--- src/rtl/hazard_ctrl.sv ---
// hazard_ctrl: pipeline hazard controller (load-use stall, branch flush,
// data-memory wait with sticky timeout) plus optional performance counters.
// Define HAZARD_PERF_EN to build the stall/flush counters; otherwise the
// counter ports are tied to zero.
module hazard_ctrl #(
    parameter int unsigned FLUSH_CYCLES = 1,
    parameter int unsigned MAX_WAIT     = 255
) (
    input  logic        clk,
    input  logic        rst_n,
    input  logic [4:0]  rs_id,
    input  logic [4:0]  rt_id,
    input  logic [4:0]  rt_ex,
    input  logic        MemRead_ex,
    input  logic        branch_taken_ex,
    input  logic        dmem_busy,
    output logic        pc_write,
    output logic        ifid_write,
    output logic        idex_bubble,
    output logic        ifid_flush,
    output logic        pipe_hold,
    output logic        mem_timeout,
    output logic [15:0] stall_cnt,
    output logic [15:0] flush_cnt
);

    typedef enum logic [1:0] {RUN, FLUSH, MEM_WAIT} state_t;

    localparam logic [1:0] FL_INIT = 2'(FLUSH_CYCLES - 1);
    localparam logic [7:0] WAIT_LIM = 8'(MAX_WAIT);

    state_t     state, state_nx, eff_state;
    logic [1:0] flush_left, flush_left_nx;
    logic [7:0] wait_cnt, wait_cnt_nx;
    logic       load_use;

    assign load_use = MemRead_ex && (rt_ex != '0) && ((rt_ex == rs_id) || (rt_ex == rt_id));

    // Mealy decode of controls and next state; MEM_WAIT releasing behaves as its target state
    always_comb begin
        pc_write      = 1'b0;
        ifid_write    = 1'b0;
        idex_bubble   = 1'b0;
        ifid_flush    = 1'b0;
        pipe_hold     = 1'b0;
        state_nx      = state;
        flush_left_nx = flush_left;
        wait_cnt_nx   = wait_cnt;
        eff_state     = state;
        if (dmem_busy) begin
            pipe_hold   = 1'b1;
            state_nx    = MEM_WAIT;
            wait_cnt_nx = (wait_cnt >= WAIT_LIM) ? WAIT_LIM : wait_cnt + 8'd1;
        end else begin
            wait_cnt_nx = '0;
            if (state == MEM_WAIT)
                eff_state = (flush_left != '0) ? FLUSH : RUN;
            if (eff_state == FLUSH) begin
                pc_write      = 1'b1;
                ifid_write    = 1'b1;
                ifid_flush    = 1'b1;
                idex_bubble   = 1'b1;
                flush_left_nx = flush_left - 2'd1;
                state_nx      = (flush_left == 2'd1) ? RUN : FLUSH;
            end else if (branch_taken_ex) begin
                pc_write      = 1'b1;
                ifid_write    = 1'b1;
                ifid_flush    = 1'b1;
                idex_bubble   = 1'b1;
                flush_left_nx = FL_INIT;
                state_nx      = (FL_INIT != '0) ? FLUSH : RUN;
            end else if (load_use) begin
                idex_bubble   = 1'b1;
                state_nx      = RUN;
            end else begin
                pc_write      = 1'b1;
                ifid_write    = 1'b1;
                state_nx      = RUN;
            end
        end
        if (!rst_n) begin
            pc_write    = 1'b0;
            ifid_write  = 1'b0;
            idex_bubble = 1'b0;
            ifid_flush  = 1'b0;
            pipe_hold   = 1'b0;
        end
    end

    // State, flush/wait bookkeeping and sticky timeout
    always_ff @(posedge clk or negedge rst_n) begin
        if (!rst_n) begin
            state       <= RUN;
            flush_left  <= '0;
            wait_cnt    <= '0;
            mem_timeout <= 1'b0;
        end else begin
            state      <= state_nx;
            flush_left <= flush_left_nx;
            wait_cnt   <= wait_cnt_nx;
            if (dmem_busy && (wait_cnt_nx == WAIT_LIM))
                mem_timeout <= 1'b1;
        end
    end

`ifdef HAZARD_PERF_EN
    // Saturating performance counters for stalled and flushed cycles
    always_ff @(posedge clk or negedge rst_n) begin
        if (!rst_n) begin
            stall_cnt <= '0;
            flush_cnt <= '0;
        end else begin
            if (!pc_write && (stall_cnt != '1))
                stall_cnt <= stall_cnt + 16'd1;
            if (ifid_flush && (flush_cnt != '1))
                flush_cnt <= flush_cnt + 16'd1;
        end
    end
`else
    assign stall_cnt = '0;
    assign flush_cnt = '0;
`endif

endmodule

--- config.mk ---
export PLATFORM = sky130hd
export DESIGN_NAME = hazard_ctrl
export DESIGN_NICKNAME = d
export VERILOG_FILES = /design/src/rtl/hazard_ctrl.sv
export SDC_FILE = /design/constraint.sdc
export NUM_CORES = 1
export LEC_CHECK = 0
export ABC_AREA = 1
export BUFFER_PORTS_ARGS = -buffer_cell sky130_fd_sc_hd__buf_2
export CAP_MARGIN = 40
export CORE_MARGIN = 3
export CORE_UTILIZATION = 49
export CTS_BUF_LIST = sky130_fd_sc_hd__clkbuf_16
export CTS_CLUSTER_DIAMETER = 30
export DETAILED_ROUTE_END_ITERATION = 12
export PLACE_DENSITY_LB_ADDON = 0.2
export SLEW_MARGIN = 0
export SYNTH_ARGS = -nofsm -noshare
export SYNTH_HDL_FRONTEND = slang
export SYNTH_SLANG_ARGS = --single-unit
--- constraint.sdc ---
create_clock -name clk -period 2.7 [get_ports clk]
set_input_delay 0.54 -clock clk [delete_from_list [all_inputs] [get_ports clk]]
set_output_delay 0.54 -clock clk [all_outputs]
set_load 0.005 [all_outputs]
==> flow_metrics.tcl <==
set metrics [dict create \
    result_of_the_run "finished, final reports clean" \
    clock_tree.buffer_depth 2 \
    cts_tree "yes" \
    syn2layout_area_growth_pct 9.69 \
    post_drt_via_cell_ratio 4.32 \
    critical_path_buf_inv_count 2 \
    final-hold-violation-count 0 \
    max_freq_ghz 0.494 \
    worst-path-max-fanout 3 \
    cp_top_family "flip-flops" \
    drt.antenna.violating_nets 0 \
    cp.depth 8 \
    layout_cells_sized_above_1_pct 18.0 \
    gr-usage-all-layers_pct 15.1 \
    top_signal_layer_used "met4" \
    placementRows 17 \
    slowest_stage "dfrtp_1" \
    highest_count_cells_in_the_layout_ignoring_fill_and_taps "42 x nand2_1, 32 x conb_1, 31 x inv_1" \
    slowest_delay_ns 0.34 \
    r2r.worst_path.cells 9 \
    startpoint "flush_left[0]" \
    post-route-min-period_ns 2.02 \
    seq_area_frac_synth_pct 27.4 \
    layout.nets 229 \
    clk_pin_slew_ns 0.05 \
    cts_num_sinks 13 \
    drt_iter0_markers 25 \
    timing.critical_path.to_type "output port" \
    syn_avg_cell_area_um2 6.71 \
    crit_path_cell_trace "inv_1, ha_1, o21ai_1, o21ai_0, nand2_1, nand2_1, nand2_1, buf_2" \
    critPathRequiredTime_ns 2.16 \
    boundaryPins 58 \
    gp_routability_congestion 0.813 \
    route.met2.wl_mm 1.05 \
    cts_resized 0 \
    final_max_slew_viol_count 0 \
    final_routed_wire_length_divided_by_cell_count_um 9.34 \
    worstSetupPathType "register to output port" \
    wl_met3_um 182 \
    insertedDiodeCount 0 \
    synth_edf_count 0 \
    antenna_found_initial 0 \
    layout_worst_path_cycle_share_pct 74.9 \
    vdd.ir_drop.worst_uv 289 \
    totalNegativeSetupSlack_ns 0 \
    timing.max_cap.violations 0 \
    effective_utilization_at_floorplan_pct 52.7 \
    yosysUniqueCellTypes 22 \
    worst_r2r_startpoint "wait_cnt[0]" \
    drtPass1Iterations 4 \
    numCtsBuffers 3 \
    finClkSkew_ns 0.00344 \
    postCtsSetupBuffers 0 \
    number_of_instances_in_the_placed_design 229 \
    clock_tree.root_cell "clkbuf_16" \
    crit_path_top_cell_by_count "nand2_1" \
    cts-htree-levels 1 \
    wirelength_met1_um 890 \
    pin_count_of_the_biggest_net_entering_global_routing 15 \
    fill_cells 228 \
    core_region_area_um2 2250 \
    timing.critical_path.arrival_ns 1.48 \
    synthesized_instance_count 177 \
    mappedNetlistArea_um2 1190 \
    global_route.overflow_total 0 \
    rsz_0062_raised_after_global_routing "no" \
    floorplan.die_area_um2 3050 \
    worst_setup_path_start_kind "register" \
    power.density_nw_per_um2 508 \
    drcViolationCount 0 \
    hpwlAfterDp_mm 1.84 \
    worst_hold_path_type "input pin to async pin" \
    grt_first_pass_wirelength_mm 3.71 \
    setup_viol_count_final 0 \
    cts_hold_buffers 0 \
    buffer_ports.inserted 25 \
    dieHeight_um 55.2 \
    yosysWarningCount 0 \
    mostFrequentLayoutCell "nand2_1" \
    clock_insertion_delay_worst_skew_ns 0.24 \
    num_vias 1006 \
    final_core_utilization_pct 57.8 \
    power.leakage_nw 0.804 \
    async_flop_share_pct 100 \
    detail_route.wirelength_mm 2.18 \
    grt_pass1_vias 906 \
    synthFlopType "dfrtp_1" \
    yosys_register_bits 13 \
    layout.cells.non_filler 233 \
    die_width_um 55.2 \
]
[power by group]
part           internal, mW  switching [mW]
clock                 0.195          0.0813
combinational        0.0596          0.0940
sequential            0.220          0.0120
total                 0.474           0.187
[flip-flops by register name, summed over array words and instances, names as in the netlist]
signal,count
flush_left,2
mem_timeout,1
state,2
wait_cnt,8
[cells by family after synthesis]
| logic type | after synthesis | share of synthesized area [%] |
|---|---|---|
| AOI/OAI and AO/OA | 16 | 7.38 |
| xor gates and xnor gates | 4 | 2.95 |
| DFF | 13 | 27.4 |
| buffers and inverters | 64 | 30.7 |
| and+or+nand+nor | 76 | 28.1 |
| other | 1 | 0.316 |
| adders and majority gates | 3 | 3.16 |
[Yosys cell counts, types with 2 or more instances]
cell,count,area (um^2)
nor2_4,3,33.8
nand3_1,9,45.0
nor2_1,18,67.6
xnor2_1,2,17.5
o21ai_1,4,20.0
dfrtp_1,13,325
a21oi_1,6,30.0
nand2_1,42,158
buf_4,33,248
inv_1,30,113
xor2_1,2,17.5
o21ai_0,3,15.0
ha_1,3,37.5
[final timing paths]
check,end,slack [ns]
worst max-delay path,pc_write,0.68
worst max register to register,mem_timeout,1.25
worst min register to register,mem_timeout,0.46
worst min-delay path,wait_cnt[3],0.23
min in group clk,mem_timeout,0.46
max in group asynchronous,wait_cnt[5],2.30
[routing by layer]
metal | GRT usage, % | vias to the layer above
li1 | - | 521
met3 | 3.04 | 5
met5 | 0 | -
met2 | 26.2 | 44
met1 | 17.0 | 436
met4 | 8.68 | 0
[cell type report]
type	instances	area, um^2	area share [%]
Inverter	31	116	8.93
Timing Repair Buffer	26	133	10.2
Tap cell	28	35.0	2.69
Sequential cell	13	325	25.0
Multi-Input combinational cell	131	614	47.2
Clock buffer	3	75.1	5.76
Clock inverter	1	3.75	0.288
[through the flow]
| stage | setup WS, ns | hold slack [ns] | power (mW) | cell area, um^2 |
|---|---|---|---|---|
| after global routing | 0.546 | 0.247 | 0.706 | 1300 |
| final | 0.677 | 0.233 | 0.662 | 1300 |
| after global placement | 0.793 | 0.443 | 0.381 | 1220 |
| after floorplan | 0.975 | 0.244 | 0.371 | 1300 |
| after detailed placement | 0.743 | 0.451 | 0.387 | 1220 |
| after CTS | 0.655 | 0.239 | 0.669 | 1300 |
No activity file was read; power rests on OpenSTA's default activity.
